--- config.mk ---
export PLATFORM = sky130hd
export DESIGN_NAME = ls_writeback_arbiter_flat
export DESIGN_NICKNAME = d
export VERILOG_FILES = /design/src/rtl/ls_writeback_arbiter_pkg.sv /design/src/rtl/ls_writeback_arbiter_if.sv /design/src/rtl/ls_writeback_arbiter_fifo.sv /design/src/rtl/ls_writeback_arbiter.sv /design/src/flat_wrapper.sv
export SDC_FILE = /design/constraint.sdc
export NUM_CORES = 1
export LEC_CHECK = 0
export ABC_AREA = 0
export BUFFER_PORTS_ARGS = -buffer_cell sky130_fd_sc_hd__buf_2
export CAP_MARGIN = 15
export CELL_PAD_IN_SITES_DETAIL_PLACEMENT = 1
export CELL_PAD_IN_SITES_GLOBAL_PLACEMENT = 1
export CORE_ASPECT_RATIO = 1.1
export CORE_MARGIN = 1.5
export CORE_UTILIZATION = 40
export DETAILED_ROUTE_END_ITERATION = 10
export MAX_ROUTING_LAYER = met4
export PLACE_DENSITY = 0.79
export SLEW_MARGIN = 20
export SYNTH_ARGS = -nofsm -noshare
export SYNTH_HDL_FRONTEND = slang
export SYNTH_HIERARCHICAL = 1
export SYNTH_SLANG_ARGS = --single-unit
--- constraint.sdc ---
create_clock -name CLK -period 5.3 [get_ports CLK]
set_input_delay 0.795 -clock CLK [delete_from_list [all_inputs] [get_ports CLK]]
set_output_delay 0.795 -clock CLK [all_outputs]
set_load 0.005 [all_outputs]
--- src/rtl/ls_writeback_arbiter_pkg.sv ---
// Shared widths and entry field offsets for the load/store write-back arbiter.
// An entry is {addr, data}, with the address in the upper bits.
package ls_writeback_arbiter_pkg;
   localparam int LS_WB_AW     = 4;
   localparam int LS_WB_DW     = 32;
   localparam int ENT_DATA_LSB = 0;
   localparam int ENT_DATA_MSB = LS_WB_DW - 1;
   localparam int ENT_ADDR_LSB = LS_WB_DW;
   localparam int ENT_ADDR_MSB = LS_WB_DW + LS_WB_AW - 1;
   localparam int ENT_W        = LS_WB_AW + LS_WB_DW;
endpackage

--- src/rtl/ls_writeback_arbiter_if.sv ---
// Request, register-file write, status and forwarding signals of the write-back arbiter.
// The master modport is the load/store side; the slave modport is the arbiter.
interface ls_writeback_arbiter_if
   import ls_writeback_arbiter_pkg::*;
#(
   parameter int AW = LS_WB_AW,
   parameter int DW = LS_WB_DW
);
   logic          WB_EN;
   logic [AW-1:0] WB_Addr;
   logic [DW-1:0] WB_data;
   logic          L_EN;
   logic [AW-1:0] L_Addr;
   logic [DW-1:0] L_data;
   logic          RF_WE;
   logic [AW-1:0] RF_Addr;
   logic [DW-1:0] RF_Data;
   logic          STALL;
   logic          OVF;
   logic [AW-1:0] FWD_Addr;
   logic          FWD_Hit;
   logic [DW-1:0] FWD_Data;

   modport master (
      output WB_EN, WB_Addr, WB_data, L_EN, L_Addr, L_data, FWD_Addr,
      input  RF_WE, RF_Addr, RF_Data, STALL, OVF, FWD_Hit, FWD_Data
   );

   modport slave (
      input  WB_EN, WB_Addr, WB_data, L_EN, L_Addr, L_data, FWD_Addr,
      output RF_WE, RF_Addr, RF_Data, STALL, OVF, FWD_Hit, FWD_Data
   );
endinterface

--- src/rtl/ls_writeback_arbiter_fifo.sv ---
// ls_wb_fifo: circular buffer, one pop and up to two pushes per cycle.
// The caller only raises wr1 together with wr0 and never overfills the buffer.
module ls_wb_fifo #(
   parameter int DEPTH = 4,
   parameter int EW    = 36
) (
   input  logic                          clk,
   input  logic                          rst,
   input  logic                          pop,
   input  logic                          wr0,
   input  logic [EW-1:0]                 wr0_ent,
   input  logic                          wr1,
   input  logic [EW-1:0]                 wr1_ent,
   output logic [EW-1:0]                 head,
   output logic [$clog2(DEPTH)-1:0]      rd_ptr,
   output logic [$clog2(DEPTH)-1:0]      wr_ptr,
   output logic [$clog2(DEPTH):0]        count,
   output logic [DEPTH-1:0][EW-1:0]      ents
);
   localparam int PW = $clog2(DEPTH);
   localparam int CW = PW + 1;

   assign head = ents[rd_ptr];

   always_ff @(posedge clk) begin
      if (rst) begin
         rd_ptr <= '0;
         wr_ptr <= '0;
         count  <= '0;
      end else begin
         if (pop) rd_ptr <= rd_ptr + PW'(1);
         wr_ptr <= wr_ptr + PW'(wr0) + PW'(wr1);
         count  <= count + CW'(wr0) + CW'(wr1) - CW'(pop);
      end
   end

   // Storage needs no reset: only slots inside [rd_ptr, rd_ptr+count) are ever read.
   always_ff @(posedge clk) begin
      if (wr0) ents[wr_ptr] <= wr0_ent;
      if (wr1) ents[wr_ptr + PW'(1)] <= wr1_ent;
   end
endmodule

--- src/rtl/ls_writeback_arbiter.sv ---
// Serialises base write-back and load writes onto one register-file write port.
// Optional forwarding search over pending writes is built when LS_WB_FORWARD_EN is defined.
module ls_writeback_arbiter
   import ls_writeback_arbiter_pkg::*;
#(
   parameter int DEPTH = 4,
   parameter int AW    = LS_WB_AW,
   parameter int DW    = LS_WB_DW
) (
   input  logic                    CLK,
   input  logic                    RST,
   ls_writeback_arbiter_if.slave   bus
);
   localparam int EW = AW + DW;
   localparam int PW = $clog2(DEPTH);
   localparam int CW = PW + 1;
   localparam logic [CW-1:0] DEPTH_C = CW'(DEPTH);

   logic [EW-1:0]            head;
   logic [PW-1:0]            rd_ptr, wr_ptr;
   logic [CW-1:0]            count, count_next;
   logic [DEPTH-1:0][EW-1:0] ents;

   logic          rf_we, stall, ovf;
   logic [AW-1:0] rf_addr;
   logic [DW-1:0] rf_data;

   // Same-register conflict within a cycle: the load wins.
   logic          wb_keep;
   logic [EW-1:0] wb_ent, l_ent;
   assign wb_keep = bus.WB_EN & ~(bus.L_EN & (bus.WB_Addr == bus.L_Addr));
   assign wb_ent  = {bus.WB_Addr, bus.WB_data};
   assign l_ent   = {bus.L_Addr, bus.L_data};

   // New requests compacted into age order.
   logic          n0_v, n1_v;
   logic [EW-1:0] n0, n1;
   assign n0_v = wb_keep | bus.L_EN;
   assign n0   = wb_keep ? wb_ent : l_ent;
   assign n1_v = wb_keep & bus.L_EN;
   assign n1   = l_ent;

   // A non-empty queue always supplies the oldest candidate, else the oldest new request bypasses.
   logic          pop, out_v;
   logic [EW-1:0] out_ent;
   assign pop     = (count != '0);
   assign out_v   = pop | n0_v;
   assign out_ent = pop ? head : n0;

   logic          e0_v, e1_v, acc1, ovf_set;
   logic [EW-1:0] e0;
   assign e0_v = pop ? n0_v : n1_v;
   assign e0   = pop ? n0 : n1;
   assign e1_v = pop & n1_v;

   // After a pop at least one slot is free, so only the second push can miss (full queue).
   assign acc1       = e1_v & (count != DEPTH_C);
   assign ovf_set    = e1_v & (count == DEPTH_C);
   assign count_next = count + CW'(e0_v) + CW'(acc1) - CW'(pop);

   ls_wb_fifo #(.DEPTH(DEPTH), .EW(EW)) u_fifo (
      .clk     (CLK),
      .rst     (RST),
      .pop     (pop),
      .wr0     (e0_v),
      .wr0_ent (e0),
      .wr1     (acc1),
      .wr1_ent (n1),
      .head    (head),
      .rd_ptr  (rd_ptr),
      .wr_ptr  (wr_ptr),
      .count   (count),
      .ents    (ents)
   );

   always_ff @(posedge CLK) begin
      if (RST) begin
         rf_we   <= 1'b0;
         rf_addr <= '0;
         rf_data <= '0;
         stall   <= 1'b0;
         ovf     <= 1'b0;
      end else begin
         rf_we <= out_v;
         if (out_v) begin
            rf_addr <= out_ent[EW-1 -: AW];
            rf_data <= out_ent[DW-1:0];
         end
         stall <= (DEPTH_C - count_next) < CW'(2);
         if (ovf_set) ovf <= 1'b1;
      end
   end

   assign bus.RF_WE   = rf_we;
   assign bus.RF_Addr = rf_addr;
   assign bus.RF_Data = rf_data;
   assign bus.STALL   = stall;
   assign bus.OVF     = ovf;

`ifdef LS_WB_FORWARD_EN
   // Scan oldest to youngest so the youngest match is the one left standing.
   always_comb begin
      bus.FWD_Hit  = 1'b0;
      bus.FWD_Data = '0;
      if (rf_we && rf_addr == bus.FWD_Addr) begin
         bus.FWD_Hit  = 1'b1;
         bus.FWD_Data = rf_data;
      end
      for (int i = 0; i < DEPTH; i++) begin
         if (CW'(i) < count && ents[rd_ptr + PW'(i)][EW-1 -: AW] == bus.FWD_Addr) begin
            bus.FWD_Hit  = 1'b1;
            bus.FWD_Data = ents[rd_ptr + PW'(i)][DW-1:0];
         end
      end
      if (wb_keep && bus.WB_Addr == bus.FWD_Addr) begin
         bus.FWD_Hit  = 1'b1;
         bus.FWD_Data = bus.WB_data;
      end
      if (bus.L_EN && bus.L_Addr == bus.FWD_Addr) begin
         bus.FWD_Hit  = 1'b1;
         bus.FWD_Data = bus.L_data;
      end
   end

   logic unused_sig;
   assign unused_sig = ^wr_ptr;
`else
   assign bus.FWD_Hit  = 1'b0;
   assign bus.FWD_Data = '0;

   logic unused_sig;
   assign unused_sig = ^{wr_ptr, rd_ptr, ents, bus.FWD_Addr};
`endif
endmodule

--- src/flat_wrapper.sv ---
// flat-port wrapper written by rule: the top's interface ports become plain ports
module ls_writeback_arbiter_flat import ls_writeback_arbiter_pkg::*;
#(
   parameter int DEPTH = 4,
   parameter int AW    = LS_WB_AW,
   parameter int DW    = LS_WB_DW
)
  (CLK, RST, bus_WB_EN, bus_WB_Addr, bus_WB_data, bus_L_EN, bus_L_Addr, bus_L_data, bus_FWD_Addr, bus_RF_WE, bus_RF_Addr, bus_RF_Data, bus_STALL, bus_OVF, bus_FWD_Hit, bus_FWD_Data);
  ls_writeback_arbiter_if #(.AW(AW), .DW(DW)) bus_i ();
  input  logic CLK;
  input  logic RST;
  input wire logic [$bits(bus_i.WB_EN)-1:0] bus_WB_EN;
  input wire logic [$bits(bus_i.WB_Addr)-1:0] bus_WB_Addr;
  input wire logic [$bits(bus_i.WB_data)-1:0] bus_WB_data;
  input wire logic [$bits(bus_i.L_EN)-1:0] bus_L_EN;
  input wire logic [$bits(bus_i.L_Addr)-1:0] bus_L_Addr;
  input wire logic [$bits(bus_i.L_data)-1:0] bus_L_data;
  input wire logic [$bits(bus_i.FWD_Addr)-1:0] bus_FWD_Addr;
  output wire logic [$bits(bus_i.RF_WE)-1:0] bus_RF_WE;
  output wire logic [$bits(bus_i.RF_Addr)-1:0] bus_RF_Addr;
  output wire logic [$bits(bus_i.RF_Data)-1:0] bus_RF_Data;
  output wire logic [$bits(bus_i.STALL)-1:0] bus_STALL;
  output wire logic [$bits(bus_i.OVF)-1:0] bus_OVF;
  output wire logic [$bits(bus_i.FWD_Hit)-1:0] bus_FWD_Hit;
  output wire logic [$bits(bus_i.FWD_Data)-1:0] bus_FWD_Data;
  assign bus_i.WB_EN = bus_WB_EN;
  assign bus_i.WB_Addr = bus_WB_Addr;
  assign bus_i.WB_data = bus_WB_data;
  assign bus_i.L_EN = bus_L_EN;
  assign bus_i.L_Addr = bus_L_Addr;
  assign bus_i.L_data = bus_L_data;
  assign bus_i.FWD_Addr = bus_FWD_Addr;
  assign bus_RF_WE = bus_i.RF_WE;
  assign bus_RF_Addr = bus_i.RF_Addr;
  assign bus_RF_Data = bus_i.RF_Data;
  assign bus_STALL = bus_i.STALL;
  assign bus_OVF = bus_i.OVF;
  assign bus_FWD_Hit = bus_i.FWD_Hit;
  assign bus_FWD_Data = bus_i.FWD_Data;
  ls_writeback_arbiter #(.DEPTH(DEPTH), .AW(AW), .DW(DW)) u_core (.CLK(CLK), .RST(RST), .bus(bus_i));
endmodule
==> results.md, run 1 <==
- Netlist cell types: 44
- Vias in the first global route: 9793
- Post-Route Utilization: 0.446
- Most used flip-flop cell after synthesis: dfxtp_1
- TritonCTS clock tree: built
- GRT Residual Overflow: 0
- Hold Path Stages: 2
- Fin crit period: 3830 ps
- First-pass GRT wire length: between 50000 and 60000 µm
- Mapped Area: 0.0102 mm²
- IO Pins: 152
- Clock network power share: 0.181
- Syn Area/Cell: 8.26 µm²
- Clock Sinks: 190
- Synthesized flop and latch total: 190
- Syn Inst Count: 1231
- FF-to-FF Start: u_core/u_fifo/count[0]
- Unrepaired setup endpoints after global routing: false
- Die Y: 170 µm
- Resized Gates After CTS: 0
- Net Sw Frac: 0.402
- Starting Density: 0.405
- Quantity of I/O buffers inserted on ports: 114
- Routed Antenna Nets: 0
- Detailed-route DRC error count: 0
- Reg2Reg Depth: 7
- Share of cells above drive strength 1: 0.203
- Largest net degree at the start of global routing: 44
- Worst Path Max Fanout: 43
- Hold buffer count at cts: 0
- Endpoints failing setup: 0
- Clock skew: 10.9 ps
- Routability cong.: 0.765
- Filler Cells Inserted: approximately 3100
- Maximum vdd ir drop: about 0.00040 V
- Max Slew Vio Count: 0
- Fin. Hold Viols: 0
- Hold Crit Endpoint: u_core/bus.RF_Addr[1]
- Yosys top cell by area: dfxtp_1
- Chip width: ~160 µm
- DRT Pass-1 Iters: 5
- DR vias: approximately 9600
- Final period util: 0.723
- Final WL: 35100 µm
- Rows: 61
- Worst path required time: 5660 ps
- CP Launch Type: input port
- Antenna violations before repair: 0
- Number of max-cap violations: 0
- Reg2reg setup slack: between 2000 and 2500 ps
- Critical path endpoint category: register
- Crit path DAT: 4190 ps
- CTS Buf Count: 17
- Reg2reg end: u_core/u_fifo/ents[69]
- ANT cells: 0
- Maximum clock insertion buffer count: 2
- Max-Slew Margin vs Limit: 0.277
- Ys Warns: 6
- Setup TNS: 0 ps
- Min-delay worst type: reg2reg
- Static leakage: 4.59 nW
- Post-synth EDFFs: 0
- Post CTS Setup Buffer Count: 0
- Synth top area share: 0.374
- CTS clk-pin slew, worst paths: 70 ps
- Slew @ Worst Pin: 1080 ps
- Clk Tree Root Cell: clkbuf_16
- Run status: finished, final reports clean
- Number of DRC markers in iteration 0: 758
- Full die area: 0.0264 mm²
- Combinational power share: 0.433
- Area Growth Syn to Fin: 10.2%
- Ranking of synthesized cells by area: dfxtp_1 37%, nand2_1 12%, a31oi_1 8.9%, mux4_2 8.0%, nor2_1 5.6%
- Worst-Skew Late Latency: 450 ps
- Internal power: 4.15 mW
- Seq pwr share: 0.386
- Core area: 0.0251 mm²
- # nets final: 1368
- Post-synth ARST share: 0
- Vias per cell: about 6.0
- Wirelength per Cell: 21.8 µm
- Total GRT Usage: 0.276
- Pwr dens: 619 mW/mm²
- Crit Path Category: in2reg
- DP Wirelength: 21300 µm
- Hold Startpoint: u_core/bus.RF_Addr[1]
- Seq/Total Area, Yosys: 0.374
- H-tree depth: 4
- P_sw: 2.79 mW
- FMAX: 0.261 GHz
registers in the layout (all words and copies together) (netlist names):
name / flops
u_core/bus.OVF: 1
u_core/bus.RF_Addr: 4
u_core/bus.RF_Data: 32
u_core/bus.RF_WE: 1
u_core/bus.STALL: 1
u_core/u_fifo/count: 3
u_core/u_fifo/ents: 144
u_core/u_fifo/rd_ptr: 2
u_core/u_fifo/wr_ptr: 2
worst max-delay path by stage:
stage	startpoint	cells past startpoint	to
2_1_floorplan	bus_WB_EN	13	u_core/u_fifo/count[2]
3_3_place_gp	bus_L_Addr[1]	9	u_core/u_fifo/ents[137]
3_5_place_dp	bus_L_Addr[1]	9	u_core/u_fifo/ents[116]
4_1_cts	bus_L_Addr[1]	9	u_core/u_fifo/ents[116]
5_1_grt	bus_L_Addr[1]	12	u_core/u_fifo/ents[69]
6_report	bus_L_Addr[1]	12	u_core/u_fifo/ents[69]
layout make-up:
cell class	instances	area, µm²	area share
sequential	190	3810	0.340
timing repair buffer	141	773	0.0690
clock inverter	15	128	0.0114
tap	315	394	0.0352
clock buffer	17	425	0.0380
inverter	8	30.0	0.00268
multi-input combinational	922	5650	0.504
cell usage in the layout (no fill, tap or decap), types with 2 or more instances in the layout:
cell,count
nand2_1,332
dfxtp_1,188
nor2_1,152
a31oi_1,144
buf_2,114
a21oi_1,37
mux2_2,36
mux4_2,36
conb_1,33
o2111a_1,32
nand3_1,32
a311o_1,32
buf_4,27
clkbuf_16,17
xnor2_1,10
inv_1,7
inv_6,5
ha_1,5
clkinvlp_4,4
o21ai_0,4
clkinv_4,3
nor2b_1,3
fa_1,3
inv_8,2
nor3_4,2
nand3_2,2
nor3_1,2
o211ai_1,2
nand3b_1,2
and3b_1,2
cell families after synthesis:
group           share of synthesized area
other cells                      0.000369
fa+ha+maj                          0.0121
flops                               0.374
mux                                 0.121
compound gates                      0.183
buf+inv                            0.0877
simple gates                        0.213
xor+xnor                          0.00947
cells in the mapped netlist (all sizes together), types with 2 or more instances:
| cell type | number |
|---|---|
| a21oi | 38 |
| a311o | 32 |
| a31oi | 144 |
| and3b | 2 |
| buf | 111 |
| clkbuf | 32 |
| dfxtp | 190 |
| fa | 3 |
| ha | 5 |
| inv | 8 |
| mux2 | 36 |
| mux4 | 36 |
| nand2 | 332 |
| nand3 | 35 |
| nand3b | 4 |
| nor2 | 153 |
| nor2b | 3 |
| nor3 | 4 |
| o2111a | 32 |
| o211ai | 2 |
| o21ai | 5 |
| or3b | 2 |
| xnor2 | 10 |
metrics by stage:
step / hold WS, ps / std cells / instance area, µm² / setup slack [ps] / power, mW
final: 462 / 1608 / 11200 / 1470 / 6.94
after CTS: 459 / 1608 / 11200 / 1330 / 6.92
after detailed placement: 447 / 1576 / 10600 / 891 / 5.67
after global placement: 444 / 1576 / 10600 / 1030 / 5.49
after floorplan: 436 / 1263 / 10300 / 1940 / 4.79
after global routing: 490 / 1608 / 11200 / 1360 / 7.38
power groups by stage:
stage	clock network [mW]	registers [mW]	logic, mW
global placement	0	2.66	2.82
finish	1.25	2.68	3.01
detailed placement	0	2.70	2.97
global route	1.33	2.77	3.28
floorplan	0	2.47	2.31
CTS	1.27	2.67	2.98
critical path, cell delays in order:
cell and delay [ps]:
buf_2 190, xnor2_1 140, nand2_1 70, buf_4 310
o21ai_4 210, buf_4 500, nor2_1 110, buf_4 190
or3b_2 850, buf_4 480, nor2_1 100, a31oi_1 210
per-layer routing:
metal  up-vias  track usage  part of all wire
li1       4381            -                 -
met1      4820        0.340              0.44
met2       332        0.468              0.49
met3        60       0.0351             0.054
met4         0       0.0928             0.021
met5         -            -                 0
Power figures use the tool's default switching activity.
==> run 2, diff against run 1 <==
--- a/config.mk
+++ b/config.mk
@@ -12,10 +12,10 @@
 export CELL_PAD_IN_SITES_GLOBAL_PLACEMENT = 1
 export CORE_ASPECT_RATIO = 1.1
 export CORE_MARGIN = 1.5
-export CORE_UTILIZATION = 40
+export CORE_UTILIZATION = 39
 export DETAILED_ROUTE_END_ITERATION = 10
 export MAX_ROUTING_LAYER = met4
-export PLACE_DENSITY = 0.79
+export PLACE_DENSITY = 0.8
 export SLEW_MARGIN = 20
 export SYNTH_ARGS = -nofsm -noshare
 export SYNTH_HDL_FRONTEND = slang
==> constraint.sdc (replaced) <==
create_clock -name CLK -period 3.45 [get_ports CLK]
set_input_delay 0.5175 -clock CLK [delete_from_list [all_inputs] [get_ports CLK]]
set_output_delay 0.5175 -clock CLK [all_outputs]
set_load 0.005 [all_outputs]
==> results.md, run 2 (synthesis results as in run 1) <==
- Run status: finished, final reports clean
- TritonCTS clock tree: built
- Starting Density: 0.400 (-0.00486)
- Crit Path Category: reg2reg
- Static leakage: 4.69 nW (+2.0%)
- Setup WS post-layout: 715 ps (-754 ps)
- Filler Cells Inserted: 3100 (+1.6%)
- CP endpoint: u_core/u_fifo/count[2]
- CTS Buf Count: 17 (unchanged)
- Reg with most FFs: u_core/u_fifo/ents
- Critical path endpoint category: register
- CTS clk-pin slew, worst paths: 80 ps (about the same)
- Most common cell after layout, fill and taps aside: nand2_1
- Maximum clock insertion buffer count: 2 (unchanged)
- IO Pins: 152 (unchanged)
- GRT Residual Overflow: 0 (unchanged)
- Pwr dens: 953 mW/mm² (+54%)
- Combinational power share: 0.441 (+0.008)
- Maximum vdd ir drop: 0.000377 V (-5.0%)
- Reg2reg setup slack: 720 ps (-1320 ps)
- P_sw: 4.31 mW (+54%)
- Post-Route Utilization: 0.450 (+0.00335)
- Worst-Skew Late Latency: 440 ps (about the same)
- Endpoints failing setup: 0 (unchanged)
- Routability cong.: 0.795 (+3.9%)
- Slew @ Worst Pin: 785 ps (-294 ps)
- Cells along the critical path: nor3_4 > inv_2 > a21oi_1 > a21oi_1 > inv_1 > ha_1 > inv_1 > fa_1 > fa_1 > xnor2_1 > nor2_1
- Max incr delay on CP: 480 ps (-370 ps)
- Fin crit period: 2730 ps
- Seq pwr share: 0.374 (-0.012)
- Max-Slew Margin vs Limit: 0.472 (+0.196)
- Internal power: 6.58 mW (+59%)
- Chip width: 157 µm (+1.2%)
- Finished Cell Area: 0.0114 mm² (+2.0%)
- DP Wirelength: 22600 µm (+6.4%)
- Unrepaired setup endpoints after global routing: false
- # nets final: 1382 (+1.0%)
- Reg2reg end: u_core/u_fifo/count[2]
- Max stage delay cell, worst path: dfxtp_1
- Number of DRC markers in iteration 0: 627 (-17%)
- Min-delay worst type: in2reg
- Resized Gates After CTS: 0 (unchanged)
- H-tree depth: 4 (unchanged)
- Wirelength per Cell: 21.7 µm (-0.65%)
- Net Sw Frac: 0.396 (-0.00671)
- Clock skew: 10.9 ps (+0.0498 ps)
- Post CTS Setup Buffer Count: 0 (unchanged)
- Largest net degree at the start of global routing: 51 (+16%)
- Max Slew Vio Count: 0 (unchanged)
- Placed instance area: 0.0108 mm² (+2.0%)
- Share of cells above drive strength 1: 0.210 (+0.00701)
- Max reg flops: 144 (unchanged)
- Worst Path Max Fanout: 10 (-77%)
- Quantity of I/O buffers inserted on ports: 114 (unchanged)
- Routed Antenna Nets: 0 (unchanged)
- Crit path launch: u_core/u_fifo/count[0]
- Worst slack, placed: 511 ps (-380 ps)
- Crit path DAT: 3050 ps (-1140 ps)
- Reg2Reg Depth: 11 (+4)
- Vias in the first global route: 9941 (+1.5%)
- Clk Tree Root Cell: clkbuf_16
- Commonest non-fill, non-tap cells in the layout: 332 x nand2_1, 188 x dfxtp_1, 152 x nor2_1, 144 x a31oi_1, 114 x buf_2
- Die Y: 172 µm (+1.3%)
- Fin. Hold Viols: 0 (unchanged)
- Final period util: 0.793
- Worst path required time: 3770 ps (-1890 ps)
- Hold buffer count at cts: 0 (unchanged)
- DR vias: 9612 (+0.20%)
- Setup TNS: 0 ps (unchanged)
- First-pass GRT wire length: 55200 µm (+1.3%)
- Core area: 0.0254 mm² (+1.2%)
- Rows: 61 (unchanged)
- Detailed-route DRC error count: 0 (unchanged)
- Final WL: 35900 µm (+2.2%)
- Clock Sinks: 190 (unchanged)
- FF-to-FF Start: u_core/u_fifo/count[0]
- Antenna violations before repair: 1 (+1)
- DRT Pass-1 Iters: 4 (-1)
- Full die area: 0.0271 mm² (+2.5%)
- Area Growth Syn to Fin: 12.4%
- Clock network power share: 0.185 (+0.004)
- FMAX: 0.366 GHz
- Total GRT Usage: 0.276 (about the same)
- CP Launch Type: register
- Vias per cell: 5.81 (-2.6%)
- Number of max-cap violations: 0 (unchanged)
==> run 2: worst max-delay path: cells and delay by family, from the launching register on <==
kind            cells  cell delay [ps]
fa+ha+maj           3             1080
flops               1              480
xor+xnor            1              170
simple gates        2              140
buf+inv             3              350
compound gates      2              400
==> run 2: layout make-up <==
cell class | instances | area (µm²) | share of cell area
clock inverters | 12 | 126 | 0.0111
multi-input cells | 922 | 5630 | 0.493
repair buffers | 155 | 941 | 0.0823
clock buffers | 20 | 457 | 0.0400
inverters | 8 | 30.0 | 0.00263
well taps | 346 | 433 | 0.0379
diodes | 1 | 2.50 | 0.000219
flip-flops and latches | 190 | 3810 | 0.333
==> run 2: worst min path at each step <==
stage	start	to	slack, ps	cells past startpoint
2_1_floorplan	u_core/u_fifo/ents[107]	u_core/u_fifo/ents[107]	440	2
3_5_place_dp	u_core/bus.RF_Addr[0]	u_core/bus.RF_Addr[0]	450	2
3_3_place_gp	u_core/bus.RF_Addr[1]	u_core/bus.RF_Addr[1]	440	2
5_1_grt	bus_L_data[9]	u_core/u_fifo/ents[45]	390	3
4_1_cts	bus_L_data[9]	u_core/u_fifo/ents[45]	380	3
6_report	bus_L_data[6]	u_core/bus.RF_Data[6]	400	2
==> run 2: power groups by stage <==
stage	Sequential, mW	Clock (mW)	Combinational [mW]
after global placement	4.05	0	4.50
after CTS	4.07	2.04	4.77
final	4.07	2.01	4.80
after floorplan	3.80	0	3.55
after detailed placement	4.10	0	4.74
after global routing	4.19	2.12	5.24
==> run 2: stage by stage <==
step	hold slack (ps)	cells	total power, mW
global route	391	1654	11.6
global placement	438	1621	8.55
floorplan	436	1263	7.36
CTS	385	1653	10.9
detailed placement	451	1621	8.84
finish	398	1654	10.9
==> run 2: per-layer routing <==
layer | up-vias | routed length (µm) | share of wire | global-route usage
met2 | 327 | 18100 | 0.51 | 0.469
met5 | - | 0 | 0 | -
li1 | 4418 | - | - | -
met1 | 4798 | 15200 | 0.42 | 0.332
met3 | 69 | 1660 | 0.046 | 0.0316
met4 | 0 | 878 | 0.024 | 0.114
==> run 3, diff against run 2 <==
==> constraint.sdc (replaced) <==
create_clock -name CLK -period 2.3 [get_ports CLK]
set_input_delay 0.345 -clock CLK [delete_from_list [all_inputs] [get_ports CLK]]
set_output_delay 0.345 -clock CLK [all_outputs]
set_load 0.005 [all_outputs]
==> results.md, run 3 (synthesis results as in run 1) <==
- Worst Path Max Fanout: 2 (-8)
- Largest net degree at the start of global routing: 61 (+20%)
- Crit path launch: u_core/u_fifo/count[0]
- Setup TNS: 0 ps (unchanged)
- Endpoints failing setup: 0 (unchanged)
- Hold Startpoint: bus_L_data[7]
- Routability cong.: 0.807 (+1.5%)
- Clock skew: 14.3 ps (+3.37 ps)
- Placed instance area: 0.0113 mm² (+4.5%)
- Reg with most FFs: u_core/u_fifo/ents
- Finished Cell Area: 0.0120 mm² (+4.6%)
- DR vias: 9746 (+1.4%)
- CTS clk-pin slew, worst paths: 80 ps (about the same)
- Run status: finished, final reports clean
- Vias in the first global route: 10101 (+1.6%)
- First-pass GRT wire length: 54900 µm (-0.46%)
- IO Pins: 152 (unchanged)
- Clk Tree Root Cell: clkbuf_16
- Static leakage: 4.94 nW (+5.4%)
- Critical path endpoint category: register
- Detailed-route DRC error count: 0 (unchanged)
- DP Wirelength: 22700 µm (+0.28%)
- Core area: 0.0254 mm² (unchanged)
- Number of max-cap violations: 0 (unchanged)
- Power Total: 16.8 mW (+54%)
- H-tree depth: 4 (unchanged)
- CTS Buf Count: 17 (unchanged)
- Worst path required time: 2680 ps (-1090 ps)
- Maximum vdd ir drop: 0.000602 V (+60%)
- Routed Antenna Nets: 0 (unchanged)
- DRT Pass-1 Iters: 5 (+1)
- Area Growth Syn to Fin: 17.6%
- FF-to-FF Start: u_core/u_fifo/count[0]
- Most common cell after layout, fill and taps aside: nand2_1
- Antenna violations before repair: 0 (-1)
- Crit Path Category: reg2reg
- Final period util: 0.981 (+0.188)
- Internal power: 10.1 mW (+54%)
- Share of cells above drive strength 1: 0.243 (+0.0331)
- Chip width: 157 µm (unchanged)
- Die Y: 172 µm (unchanged)
- Hold buffer count at cts: 0 (unchanged)
- GRT Residual Overflow: 0 (unchanged)
- Total GRT Usage: 0.274 (-0.00221)
- Worst-Skew Late Latency: 450 ps (about the same)
- Max reg flops: 144 (unchanged)
- Crit path DAT: 2630 ps (-420 ps)
- Max Slew Vio Count: 0 (unchanged)
- Clock Sinks: 190 (unchanged)
- # nets final: 1410 (+2.0%)
- P_sw: 6.66 mW (+55%)
- Slew @ Worst Pin: 562 ps (-223 ps)
- Full die area: 0.0271 mm² (unchanged)
- Unrepaired setup endpoints after global routing: true
- ANT cells: 0 (-1)
- Pwr dens: 1400 mW/mm² (+47%)
- TritonCTS clock tree: built
- Min-delay worst type: in2reg
- Maximum clock insertion buffer count: 2 (unchanged)
- Fin. Hold Viols: 0 (unchanged)
- Net Sw Frac: 0.397 (+0.00131)
- Vias per cell: 5.80 (-0.23%)
- CP Launch Type: register
- Final WL: 35900 µm (about the same)
- Clock network power share: 0.176 (-0.009)
- Number of DRC markers in iteration 0: 671 (+7.0%)
- Commonest non-fill, non-tap cells in the layout: 331 x nand2_1, 186 x dfxtp_1, 152 x nor2_1, 144 x a31oi_1, 114 x buf_2
- Max-Slew Margin vs Limit: 0.625 (+0.153)
- Seq pwr share: 0.354 (-0.020)
- Rows: 61 (unchanged)
- Wirelength per Cell: 21.3 µm (-1.5%)
- Starting Density: 0.400 (unchanged)
- Combinational power share: 0.470 (+0.029)
- Fin crit period: 2260 ps (-478 ps)
- FMAX: 0.443 GHz (+21%)
- Quantity of I/O buffers inserted on ports: 114 (unchanged)
[run 3: repair_timing]
item                       in CTS  in global routing
resized for setup               2                  8
buffers inserted                0                  1
pin swaps                       2                  0
setup endpoints to repair       8                  9
hold endpoints to repair        0                  0
[run 3: metrics by stage]
| stage | util | hold WS, ps | cells | setup slack [ps] |
|---|---|---|---|---|
| after CTS | 0.468 | 211 | 1680 | 0.0993 |
| after detailed placement | 0.446 | 447 | 1648 | -187 |
| final | 0.470 | 216 | 1681 | 43.3 |
| after floorplan | - | 409 | 1263 | -145 |
| after global placement | 0.446 | 439 | 1648 | -117 |
| after global routing | 0.470 | 224 | 1681 | -22.0 |
[run 3: path summary, 6_finish.rpt]
kind / endpoint / cells after the start / slack [ps]
max: u_core/u_fifo/count[1] / 10 / 40
min: u_core/bus.RF_Data[7] / 2 / 220
max reg2reg: u_core/u_fifo/count[1] / 10 / 40
min reg2reg: u_core/bus.RF_Addr[0] / 2 / 460
[run 3: area by class of cell]
cell class / instances / area [µm²]
Clock buffer: 19 / 453
Sequential cell: 190 / 3810
Fill cell: 3068 / 13500
Tap cell: 346 / 433
Timing Repair Buffer: 183 / 1310
Inverter: 8 / 32.5
Multi-Input combinational cell: 922 / 5810
Clock inverter: 13 / 115
[run 3: power groups by stage]
| stage | Clock [mW] | Combinational (mW) | Sequential [mW] |
|---|---|---|---|
| after floorplan | 0 | 5.46 | 5.71 |
| after global placement | 0 | 7.24 | 5.90 |
| after detailed placement | 0 | 7.61 | 5.98 |
| after CTS | 2.99 | 7.69 | 5.92 |
| after global routing | 3.13 | 8.55 | 6.11 |
| final | 2.95 | 7.88 | 5.94 |
[run 3: critical path: stages, from the launching register on]
cell     delay (ps)
dfxtp_2         360
nor3_4           50
buf_4           140
a21oi_4         190
buf_6           130
inv_4            30
ha_4            250
inv_2            30
fa_2            340
fa_2            540
nor2b_4         130
[run 3: layer usage]
| metal | part of all wire | GRT usage | vias to the layer above |
|---|---|---|---|
| met1 | 0.41 | 0.324 | 4882 |
| li1 | - | - | 4465 |
| met4 | 0.022 | 0.0915 | 0 |
| met5 | 0 | - | - |
| met2 | 0.51 | 0.477 | 334 |
| met3 | 0.052 | 0.0386 | 65 |
